### src/rtl/prog_logic_fn_pkg.sv
// Shared encodings for the programmable Boolean function unit.
// The mode helper turns a stored mask bit into a function value.
package prog_logic_fn_pkg;

  typedef enum logic [1:0] {
    ST_IDLE = 2'd0,
    ST_LOAD = 2'd1,
    ST_RUN  = 2'd2
  } state_e;

  localparam logic MODE_SOP = 1'b0;
  localparam logic MODE_POS = 1'b1;

  // A PoS mask marks the rows where f=0, so its bit is inverted.
  function automatic logic fn_apply_mode(input logic mask_bit, input logic mode);
    return mask_bit ^ mode;
  endfunction

endpackage

### src/rtl/prog_fn_cfg_loader.sv
// Serial truth-table loader: owns the mask, bit count, latched mode and the
// cfg_done / cfg_loaded status flags.
module prog_fn_cfg_loader
  import prog_logic_fn_pkg::*;
#(
  parameter int N_IN = 4
) (
  input  logic                 clk,
  input  logic                 rst,
  input  logic                 cfg_start,
  input  logic                 cfg_mode,
  input  logic                 cfg_valid,
  input  logic                 cfg_bit,
  input  logic                 i_loading,
  output logic [2**N_IN-1:0]   o_mask,
  output logic                 o_mode,
  output logic                 o_last,
  output logic                 cfg_done,
  output logic                 cfg_loaded
);

  localparam logic [N_IN:0] LAST_IDX = (N_IN+1)'((2**N_IN) - 1);
  localparam logic [N_IN:0] ONE      = (N_IN+1)'(1);

  logic [2**N_IN-1:0] r_mask;
  logic [N_IN:0]      r_count;
  logic               r_mode;
  logic               r_done;
  logic               r_loaded;
  logic               w_accept;

  // cfg_start outranks cfg_valid, so a bit presented with it is dropped.
  assign w_accept = i_loading && cfg_valid && !cfg_start;
  assign o_last   = w_accept && (r_count == LAST_IDX);

  // Mask, counter and status registers.
  always_ff @(posedge clk) begin
    if (rst) begin
      r_mask   <= '0;
      r_count  <= '0;
      r_mode   <= MODE_SOP;
      r_done   <= 1'b0;
      r_loaded <= 1'b0;
    end else begin
      r_done <= 1'b0;
      if (cfg_start) begin
        r_mask   <= '0;
        r_count  <= '0;
        r_mode   <= cfg_mode;
        r_loaded <= 1'b0;
      end else if (w_accept) begin
        r_mask[r_count[N_IN-1:0]] <= cfg_bit;
        r_count                   <= r_count + ONE;
        if (o_last) begin
          r_done   <= 1'b1;
          r_loaded <= 1'b1;
        end
      end
    end
  end

  assign o_mask     = r_mask;
  assign o_mode     = r_mode;
  assign cfg_done   = r_done;
  assign cfg_loaded = r_loaded;

endmodule

### src/rtl/prog_logic_fn.sv
// Runtime-programmable N-input Boolean function with a valid/ready
// evaluation stream and a one-entry registered output stage.
module prog_logic_fn
  import prog_logic_fn_pkg::*;
#(
  parameter int N_IN = 4
) (
  input  logic            clk,
  input  logic            rst,
  input  logic            cfg_start,
  input  logic            cfg_mode,
  input  logic            cfg_valid,
  input  logic            cfg_bit,
  output logic            cfg_done,
  output logic            cfg_loaded,
  input  logic            in_valid,
  output logic            in_ready,
  input  logic [N_IN-1:0] in_vec,
  output logic            out_valid,
  input  logic            out_ready,
  output logic            out_f,
  output logic [N_IN-1:0] out_idx
);

  state_e             r_state;
  state_e             w_state_next;
  logic [2**N_IN-1:0] w_mask;
  logic               w_mode;
  logic               w_last;
  logic               w_accept;
  logic               r_out_valid;
  logic               r_out_f;
  logic [N_IN-1:0]    r_out_idx;

  prog_fn_cfg_loader #(.N_IN(N_IN)) u_loader (
    .clk        (clk),
    .rst        (rst),
    .cfg_start  (cfg_start),
    .cfg_mode   (cfg_mode),
    .cfg_valid  (cfg_valid),
    .cfg_bit    (cfg_bit),
    .i_loading  (r_state == ST_LOAD),
    .o_mask     (w_mask),
    .o_mode     (w_mode),
    .o_last     (w_last),
    .cfg_done   (cfg_done),
    .cfg_loaded (cfg_loaded)
  );

  // State register.
  always_ff @(posedge clk) begin
    if (rst) begin
      r_state <= ST_IDLE;
    end else begin
      r_state <= w_state_next;
    end
  end

  // Next-state logic.
  always_comb begin
    w_state_next = r_state;
    case (r_state)
      ST_IDLE: begin
        if (cfg_start) w_state_next = ST_LOAD;
        else           w_state_next = ST_IDLE;
      end
      ST_LOAD: begin
        if (cfg_start)   w_state_next = ST_LOAD;
        else if (w_last) w_state_next = ST_RUN;
        else             w_state_next = ST_LOAD;
      end
      ST_RUN: begin
        if (cfg_start) w_state_next = ST_LOAD;
        else           w_state_next = ST_RUN;
      end
      default: w_state_next = ST_IDLE;
    endcase
  end

  // Combinational ready lets a full stage refill in the cycle it drains.
  assign in_ready = (r_state == ST_RUN) && (!r_out_valid || out_ready);
  assign w_accept = in_valid && in_ready;

  // Output stage: load on accept, clear on consume, otherwise hold.
  always_ff @(posedge clk) begin
    if (rst) begin
      r_out_valid <= 1'b0;
      r_out_f     <= 1'b0;
      r_out_idx   <= '0;
    end else if (w_accept) begin
      r_out_valid <= 1'b1;
      r_out_f     <= fn_apply_mode(w_mask[in_vec], w_mode);
      r_out_idx   <= in_vec;
    end else if (out_ready) begin
      r_out_valid <= 1'b0;
    end else begin
      r_out_valid <= r_out_valid;
    end
  end

  assign out_valid = r_out_valid;
  assign out_f     = r_out_f;
  assign out_idx   = r_out_idx;

endmodule

### config.mk
export PLATFORM = sky130hd
export DESIGN_NAME = prog_logic_fn
export DESIGN_NICKNAME = d
export VERILOG_FILES = /design/src/rtl/prog_logic_fn_pkg.sv /design/src/rtl/prog_fn_cfg_loader.sv /design/src/rtl/prog_logic_fn.sv
export SDC_FILE = /design/constraint.sdc
export NUM_CORES = 1
export LEC_CHECK = 0
export ABC_AREA = 1
export CORE_ASPECT_RATIO = 1.4
export CORE_UTILIZATION = 35
export DETAILED_ROUTE_END_ITERATION = 10
export GPL_ROUTABILITY_DRIVEN = 0
export PLACE_DENSITY = 0.65
export SLEW_MARGIN = 20
export SYNTH_ARGS = -nofsm -noshare
export SYNTH_HDL_FRONTEND = slang
export SYNTH_HIERARCHICAL = 1
export SYNTH_SLANG_ARGS = --single-unit
### constraint.sdc
create_clock -name clk -period 1.3 [get_ports clk]
set_input_delay 0.26 -clock clk [delete_from_list [all_inputs] [get_ports clk]]
set_output_delay 0.26 -clock clk [all_outputs]
set_load 0.005 [all_outputs]
Yosys cells after proc, flatten, opt, wreduce, memory -nomap -nowiden
Cells that the tools add are included.

Add/sub/neg operators: 1. Magnitude comparators: 3. Eq/ne operators: 3. Muxes and demuxes: 13. Bitwise logic cells: 2. Reduce and logical (&&, ||, !) cells: 14.

Operator list (count): bitwise mux 16 bit (1); < comparator 4 x 5 -> 1 bit, second input constant (2); logical AND 1 bit (6); two-way mux 1 bit (6); two-way mux 2 bit (3); one-hot mux 2 bit (3 select lines) (1); adder 5 x 1 -> 5 bit, second input constant (1); == test 5 x 4 -> 1 bit, second input constant (1); binary-select mux 1 bit (select 4 bit) (1); demux 1 bit (select 4 bit) (1); >= comparator 4 x 1 -> 1 bit, second input constant (1); OR reduction 3 bit (1); == test 2 x 1 -> 1 bit, second input constant (1); == test 2 bit, second input constant (1); logical NOT 1 bit (2); logical NOT 2 bit (1); AND reduction 2 bit (1); nonzero test 2 bit (1); OR reduction 2 bit (1); logical OR 1 bit (1); NOT 1 bit (1); bitwise XOR 1 bit (1).

Register bits: 32. Word-level logic and storage cells: 45.

Logic depth before layout (Yosys ltp)
Gate-level depths: netlist (run 1).

Word-level depth: 7. Mapped depth: 12.

Modules after synthesis
Netlist (run 1), hierarchy kept.

Modules (own cells, without submodules): prog_fn_cfg_loader (times used 1, cells an instance 164, area each 1126.1 µm², sequential area each 480.5 µm²); prog_logic_fn (times used 1, cells an instance 94, area each 589.3 µm², sequential area each 160.2 µm²).

Worst setup path before layout (run 1)
No wires, ideal clock.

Path kind: register to register. Start: register u_loader.r_count[0]. End: register r_state[0]. Library setup time: 0.086 ns. Arrival: 1.232 ns. Setup slack: -0.018 ns. Stages on the path, launching flop included: 10. Period minus slack after synthesis: 1.318 ns. Cell sequence: dfxtp_1 > ha_1 > nand3_1 > inv_1 > ha_1 > nand2_1 > inv_1 > nor2_1 > nor2_1 > a211oi_1.

Word-level cells in the longest chain between the ends: 5.

Ends and longest elaborated chain: start: declaration (line prog_fn_cfg_loader.sv:26) `logic [N_IN:0] r_count;`; start signal: assignment (line prog_fn_cfg_loader.sv:53) `r_count <= r_count + ONE;`; == test 5 x 4 -> 1 bit (line prog_fn_cfg_loader.sv:34) `assign o_last = w_accept && (r_count == LAST_IDX);`; logical AND 1 bit (line prog_fn_cfg_loader.sv:34); named net w_last (line prog_logic_fn.sv:29) `logic w_last;`; two-way mux 2 bit (line prog_logic_fn.sv:69) `else if (w_last) w_state_next = ST_RUN;`; two-way mux 2 bit (line prog_logic_fn.sv:68) `if (cfg_start) w_state_next = ST_LOAD;`; one-hot mux 2 bit (3 select lines) (line prog_logic_fn.sv:62) `case (r_state)`; end signal: assignment (line prog_logic_fn.sv:55) `r_state <= w_state_next;`; end: declaration (line prog_logic_fn.sv:25) `state_e r_state;`.

The timed path passes the listed nets, and every way through them passes these cells. A chain may end at the register's enable or synchronous reset.

Worst setup path after layout (run 1)
Start: register r_state[1]. End: register u_loader.r_mask[2] (netlist: u_loader/o_mask[2]).

Word-level cells in the longest chain between the ends: 3.

Ends and longest elaborated chain: == test 2 x 1 -> 1 bit (line prog_logic_fn.sv:42) `.i_loading (r_state == ST_LOAD),`; logical AND 1 bit (2 in a row) (line prog_fn_cfg_loader.sv:33) `assign w_accept = i_loading && cfg_valid && !cfg_start;`; end signal: indexed assignment (line prog_fn_cfg_loader.sv:52) `r_mask[r_count[N_IN-1:0]] <= cfg_bit;`; end: declaration (line prog_fn_cfg_loader.sv:25) `logic [2**N_IN-1:0] r_mask;`.

Every way passes these cells.

==> results of run 1 <==
-- logic make-up (layout without fill, tap and decap cells) --
logic type	Yosys count	count (layout)
and+or+nand+nor	146	146
buffers and inverters	48	96
DFF	32	32
AOI/OAI and AO/OA	27	27
adders and majority gates	5	5
-- cell type report --
cell class | instances | area [µm²]
Fill cell | 463 | 2069
Tap cell | 62 | 77.57
Sequential cell | 32 | 646.9
Timing Repair Buffer | 50 | 533.0
Clock buffer | 7 | 96.34
Inverter | 39 | 158.9
Multi-Input combinational cell | 178 | 1026
-- Yosys cell counts (3+ instances only) --
master / instances / share of area [%]
nand3_2: 7 / 4.1
buf_4: 3 / 1.3
nand3_1: 25 / 7.3
inv_1: 31 / 6.8
inv_2: 6 / 1.3
nand2_2: 5 / 1.8
nand2_1: 59 / 13
ha_1: 5 / 3.6
buf_2: 5 / 1.5
nor2_1: 45 / 9.8
dfxtp_1: 32 / 37
a21oi_1: 22 / 6.4
-- report_power, final --
part	switching, W	total [W]	leakage, nW	internal (W)
registers	0.00000825	0.00100	0.261	0.000992
logic	0.000152	0.000298	0.740	0.000147
clock network	0.000350	0.000821	0.0503	0.000471
total	0.000510	0.00212	1.05	0.00161
-- flip-flops by register name (all words and copies together) (netlist names) --
name	count
u_loader/o_mask	16
u_loader/o_mode	1
out_f	1
out_idx	4
u_loader/r_count	5
u_loader/cfg_done	1
r_state	2
out_valid	1
u_loader/cfg_loaded	1
-- metal layers --
metal  vias to the layer above  global-route usage [%]  share of wire (%)
li1                        892                       -                  -
met1                       783                   16.17                 37
met2                        45                   30.04                 55
met3                        14                   3.354                3.7
met4                         0                   9.298                3.8
met5                         -                       0                  0
-- repair_timing --
item,CTS,global route
pin swaps,6,14
endpoints found under the hold margin,0,0
resized for setup,27,46
buffers inserted,2,1
setup endpoints to repair,24,24
cloned,1,2
-- stage by stage --
stage                     util (%)  std cells  setup slack, ns
final                        55.09        368         -0.02004
after global routing         55.09        368         -0.09714
after CTS                    50.50        365         -0.01886
after detailed placement     46.76        355          -0.4540
after global placement       46.76        355          -0.3903
after floorplan                  -        258          0.02109
-- path summary, 6_finish.rpt --
kind,startpoint,to,cells past startpoint
min reg2reg,out_idx[0],out_idx[0],2
max reg2reg,r_state[1],u_loader/o_mask[2],9
max,r_state[1],u_loader/o_mask[2],9
min,out_ready,out_valid,5
-- critical path: cells and delay by family (launching register included) --
kind | cells | cell delay [ns]
buffers and inverters | 3 | 0.41
and+or+nand+nor | 6 | 0.48
DFF | 1 | 0.32
==> reports/summary.md, run 1 <==
The run gives 2 as the maximum clock path buffer count. The sink count of the clock tree was 32. The start-to-end type of the worst setup path was reg -> reg. Detailed placement ended at an HPWL of 2790 µm. The detailed router placed 1734 vias in this run.

Setup repair after global routing could not meet its margin everywhere. The first global-routing pass estimated 6423 µm of wire. At the later pin of the worst-skew pair, clock insertion delay measures 0.28 ns.

The tools report the setup slack of the critical path after layout as -0.02004 ns. Summed over all cells, the static leakage comes to 1.051 nW. The run gives -0.02 ns as the setup slack of the most critical reg-to-reg path. The total power after layout was 0.002120 W; the starting density of the core was 37.23%. Number of remaining DRC errors: 0.

The run gives 84.27% as the worst slew margin relative to its limit. The fraction of the yosys area taken by sequential cells was 37.35%; the die outline height was 84.84 µm. The net count of the finished layout is 323. In the layout the commonest cells are nand2_1 (55), nor2_1 (30), dfxtp_1 (27), inv_1 (25), a21oi_1 (22). The total non-filler cell area in the finished layout came out at 2539 µm². Counting every net in the synthesized netlist gives 275. The worst hold slack after final layout is 0.3734 ns.

The run finished, with violations left. The synthesized netlist devotes 8.169% of its cell area to compound gates. The number of different library cells in the post-synthesis netlist came out at 23. The global-route total usage across every layer is 16.42%, and the clock buffer count from CTS is 5.

The cell sitting at the root of the clock tree is a clkbuf_8. The final cycle utilization of the critical path is 101.5%. After floorplanning, the core was sized to cover 4608 µm².

The maximum vdd drop was 0.4599 mV. The tools report the number of H-tree levels as 2. Entering global routing, the biggest net connects 21 pins. After synthesis, the largest family of logic cells by area is simple AND/OR/NAND/NOR gates. During I/O placement, the number of pins put on the boundary was 21. The slowest stage of the critical path is the dfxtp_2 cell. After detailed routing, the total wire length is 4302 µm. The average cell area after synthesis was 6.649 µm². The logs give 1715 µm² for the cell area after synthesis and 0 for the final global-route overflow total.

The fraction of registers with async set/reset is 0%. The first-iteration detailed-routing DRC count was 40; the count of endpoints failing setup in the final report was 7. The pre-antenna-repair detailed-routing pass consisted of 4 iterations. The tools report the data required time at the worst endpoint as 1.47 ns.

The tools report the number of max-cap violations as 0. Buffers inserted to repair hold after CTS numbered 0. The total count of hold-check failures in the final report was 0; the post-synthesis share of cell area spent on xor and xnor gates was 0%.

The most frequent standard cell in the layout excluding fill and tap cells is nand2_1. Of the total synthesized cell area, the portion taken by AND, OR, NAND and NOR gates is 38.15%. In this run the tool buffered the top-level ports with 20 buffer cells. The power per unit of standard cell area works out to 834.9 nW/µm².

On the worst path, the slowest cell contributes a delay of 0.32 ns. The checks that failed: setup timing. Data arrives at the worst endpoint at 1.49 ns.

Counting flops with a built-in enable in the synthesized netlist gives 0. The floorplan has 29 rows. The area of the die came out at 5189 µm².

The most used flip-flop cell after synthesis is dfxtp_1. The number of global-route vias before repair was 1574; the post-detailed-route count of antenna-violating nets was 0. The share of synthesized area spent on multiplexers came out at 0%. In this run the cell area measured after placement is 2155 µm². The growth of design area from synthesis to finish is 47.99%. The setup clock skew after layout came out at 0.007974 ns. Walking the worst path, the cells encountered are buf_6, nor2_4, nand2_2, nor2_4, buf_6, clkbuf_16, nand3_2, nand2_1, nor2_1. Using the TritonRoute via totals, the vias-per-cell ratio works out to 4.712. The tools report the number of pins with negative max-slew slack in the final report as 0.

The worst setup path is launched from a register. The final critical path time including I/O delays and setup is 1.320 ns, and the initial antenna violation count is 0. The run gives -0.07620 ns as the setup TNS. Yosys printed 6 warnings.

The worst setup path is captured at a register. TritonCTS built the clock tree. The clock slew seen by the registers of the worst setup and hold paths is 0.06 ns. The class of the worst hold path was in -> reg. The count of inserted antenna diode cells was 0; the average routed wire per standard cell was 11.69 µm. The post-route netlist has 34.97% of its cells at a drive strength greater than 1.

The adder and majority gate portion of the synthesized area was 3.647%; the maximum fanout count along the critical path was 5. The die is 61.17 µm wide. The synthesized instance count is 258, and the timing-limited maximum frequency is 0.7576 GHz. The transition time of the tightest slew-check pin is 0.2355 ns. Synthesis inferred 32 register bits.
(Power assumes the default switching activity.)
==> run 2, diff against run 1 <==
Settings changed: CAP_MARGIN set to 20.
==> results of run 2 <==
The final DEF is identical to that of run 1; final timing and power are the same.
==> run 3, diff against run 2 <==
Settings changed: CELL_PAD_IN_SITES_DETAIL_PLACEMENT set to 2, CELL_PAD_IN_SITES_GLOBAL_PLACEMENT set to 2, CORE_UTILIZATION 35 to 27, HOLD_SLACK_MARGIN set to 0.05, PLACE_DENSITY 0.65 to 0.83, SYNTH_HIERARCHICAL 1 to not set.
==> reports/summary.md, run 3 <==
For the data arrival time of the critical path, the log shows 1.58 ns. The run gives -0.07971 ns as the setup slack of the critical path after layout. For the power share of the combinational group, the log shows 11.4%.

The uppermost layer routed is met4. The number of hold buffers added after CTS was 0. The region available for standard cell placement spans 5485 µm².

Library cell contributing the largest single delay on the critical path: dlygate4sd2_1. Setup clock skew after layout: 0.01510 ns. The start-to-end type of the worst setup path was in -> reg.

For this block, wires on met1 add up to 3132 µm. In the final routed layout, each cell accounts on average for 24.83 µm. The worst register-to-register path ends at u_loader.o_mask[1]. Of the total power, the share spent switching nets is 26.08%.

Yosys instantiated no cell more often than nand2_1. The number of nets in the layout was 293. Entering global routing, the biggest net connects 13 pins. STA puts the critical path data required time at 1.50 ns.

The critical path goes through dlygate4sd2_1, buf_4, inv_6, nand2_1, nand2_1, nand2_2, nand3_2, nand3_2, nand3_2, nand3_2, nand2_1, inv_1. The initial utilization of the core area, before any placement, comes to 27.99%. The worst path in the final design needs a cycle of 1.380 ns, including I/O delays and setup. Of the total power, the clock network draws 47.3%. The final critical path takes up 106.1% of the cycle. The hold path endpoint was r_state[0]. Setup repair after global routing could not meet its margin everywhere. In the layout the commonest cells are buf_4 (30), nand2_1 (28), inv_1 (25), a21oi_1 (23), dfxtp_1 (23).

For this design, the sink count on the clock tree is 32. The tool flagged a number of max-cap violations equal to 0. For the worst slew margin relative to its limit, the log shows 71.32%. The critical register-to-register path startpoint was u_loader.r_count[1].

The flow ran to the end, but the final reports show violations. The total length of routed met3 wires is 338 µm. In this run the worst hold path is classified as in -> reg. Most frequent standard cell in the layout excluding fill and tap cells: buf_4. Counting flops with a built-in enable in the synthesized netlist gives 0.

Each instance of the synthesized netlist takes up on average 7.174 µm². For this design the static power due to leakage is 1.054 nW. In the synthesized netlist, the cells that appear most often are nand2_1 (35), dfxtp_1 (32), inv_1 (32), a21oi_1 (29), nand3_1 (28). Yosys attributes the largest share of cell area to dfxtp_1 (42%), a21oi_1 (9.5%), nand3_1 (9.1%). In the detailed route, the total length drawn on met2 is 4499 µm. For this run, the leading register cell type out of synthesis is dfxtp_1. The cell type contributing the most total cell area after synthesis was dfxtp_1.

The longest clock path from root to sink contains 2 buffers. Across the VDD grid, the largest voltage drop is 0.6658 mV. The first global-routing pass estimated 11270 µm of wire. The final reports fail on setup timing. For this design the total switching power over the nets is 0.0006278 W.

After the first detailed-routing iteration, the DRC count stood at 71. The sequential power share was 41.2%; the share of cells above drive strength 1 was 44.77%. The warning count from the yosys run came out at 0.

Grouping stages by cell kind, the critical path spends the most delay in simple AND/OR/NAND/NOR gates. The post-detailed-route count of antenna-violating nets came out at 0. The cell repeated most along the worst path was nand3_2. Derived from the worst setup path, the maximum achievable clock frequency is 0.7248 GHz. The run gives 4302 µm as the detailed-placement wirelength estimate.

Adding up every negative setup slack in the final design gives -0.2131 ns. Power spread over the standard cell area amounts to 934.8 nW/µm². The startpoint of the worst hold path was cfg_start. Input and output buffers added on the ports amount to 20. After detailed routing, the number of vias per cell comes to 5.383. Along the worst hold path, the cell count comes to 4. The synthesized netlist occupies a cell area of 1535 µm². In this run the number of cells on the critical path is 12. After synthesis, the netlist uses 23 different library cells. For this run the aggregate overflow at the end of global routing stands at 0.

The logs give 0 for the number of pins with negative max-slew slack in the final report and 0 for the initial antenna violation count. After synthesis the netlist holds a flip-flop and latch count of 32. The share of the Yosys chip area taken by registers is 41.73%. In this run the core area contains 32 standard-cell rows.

The register with the most flip-flops in the layout has 16 of them. Counting flops with an async set or reset pin after synthesis yields a share of 0%. Of all nets on the critical path, the largest fanout is 9. Across all register-to-register paths, the minimum setup slack is -0.07 ns. In this design, the stage delay of the slowest critical-path cell is 0.26 ns. The transition time of the tightest slew-check pin is 0.4288 ns. The number of H-tree levels is 2. STA classifies the critical path endpoint as a register. After detailed routing, the number of remaining DRC violations is 0. The root buffer selected by CTS is clkbuf_8.

The synthesized design devotes to its leading area cell type 41.73% of total area. The die covers 5996 µm². Count of endpoints failing setup in the final report: 7. Buffers inserted during clock tree synthesis total 5. The run gives 21 as the number of I/O pins.

In this run the vertical extent of the chip is 91.22 µm. For the number of global-route vias before repair, the log shows 2076. Timing analysis after detailed placement gives a worst setup slack of -0.4935 ns.

The die is 65.73 µm wide. Relative to the synthesized area, the layout overhead comes to 67.73%. The detailed-route wire length was 8568 µm; the depth of the worst register-to-register path was 8. Counting every instance in the synthesized netlist gives 214. TritonCTS built the clock tree.

The internal power of the cells totals 0.001779 W. Global-route total usage across every layer: 26.13%. The post-synth net total was 231; the number of detailed-routing iterations run before antenna repair was 4.

Counting both buffers and inverters, the worst setup path holds a total of 4. Insertion delay to the later sink of the worst-skew pair: 0.31 ns. The run gives 1857 as the total via count in the routed design.

After clock tree synthesis, the clock-pin slew on the worst setup and hold paths is 0.08 ns. The total count of hold-check failures in the final report was 0; the count of inserted antenna diode cells was 0. STA classifies the critical path startpoint as an input port.
-- run 3: cell types whose count changed in the layout (fill, tap and decap cells not counted), sizes merged, moves of 3 or more --
cell and delta:
nor2 -39, nand2 -27, o21ai +21, buf +10, a21oi +7, nand3 -4, clkdlybuf4s50 -3
-- run 3: worst max-delay path by stage --
stage	startpoint	end	slack [ns]
finish	in_vec[0]	out_f	-0.08
global route	in_vec[0]	out_f	-0.13
CTS	cfg_valid	u_loader.o_mask[0]	-0.02
detailed placement	out_ready	in_ready	-0.49
global placement	out_ready	in_ready	-0.43
floorplan	u_loader.r_count[0]	r_state[0]	0.02
-- run 3: per-layer routing --
layer	track usage, %	up-vias
met5	0	-
met4	13.59	0
met3	3.894	39
met2	49.06	72
met1	26.42	922
li1	-	824
-- run 3: tightest hold or removal path: cells and delay by family --
family | cells | cell delay, ns
buffers and inverters | 2 | 0.30
AND/OR/NAND/NOR | 1 | 0.07
AO/OA/AOI/OAI | 1 | 0.06
-- run 3: power groups by stage --
stage	combinational (W)	sequential (W)	clock, W
floorplan	0.0000815	0.00101	0
CTS	0.000231	0.000991	0.00110
global placement	0.000201	0.00101	0
detailed placement	0.000211	0.00101	0
finish	0.000274	0.000993	0.00114
global route	0.000288	0.000993	0.00119
-- run 3: area by class of cell --
type | count | area (µm²)
clock buffer | 7 | 96.34
clock inverter | 1 | 30.03
fill | 576 | 2910
inverter | 40 | 182.7
multi-input combinational | 139 | 1002
sequential | 32 | 651.9
tap | 68 | 85.08
timing repair buffer | 57 | 519.2
timing repair inverter | 1 | 7.507
-- run 3: logic make-up after synthesis --
group                      count (synthesis)  synth area share [%]
AOI/OAI and AO/OA                         55                 18.26
adders and majority gates                  5                 4.075
buffers and inverters                     43                 11.17
DFF                                       32                 41.73
and+or+nand+nor                           79                 24.78
-- run 3: through the flow --
stage | util (%) | power, W | instances | area, µm² | hold WS [ns]
after floorplan | - | 0.001096 | 214 | 1540 | 0.3291
after global placement | 37.93 | 0.001214 | 330 | 2081 | 0.4484
after detailed placement | 37.93 | 0.001224 | 330 | 2081 | 0.4661
after CTS | 42.54 | 0.002322 | 344 | 2333 | 0.4726
after global routing | 46.94 | 0.002473 | 345 | 2575 | 0.4305
final | 46.94 | 0.002407 | 345 | 2575 | 0.4167
-- run 3: repair_timing --
item                       CTS  global route
pin swaps                    7            11
setup endpoints to repair   23            24
resized for setup           50            67
gates cloned                 1             0
buffers inserted             5             1
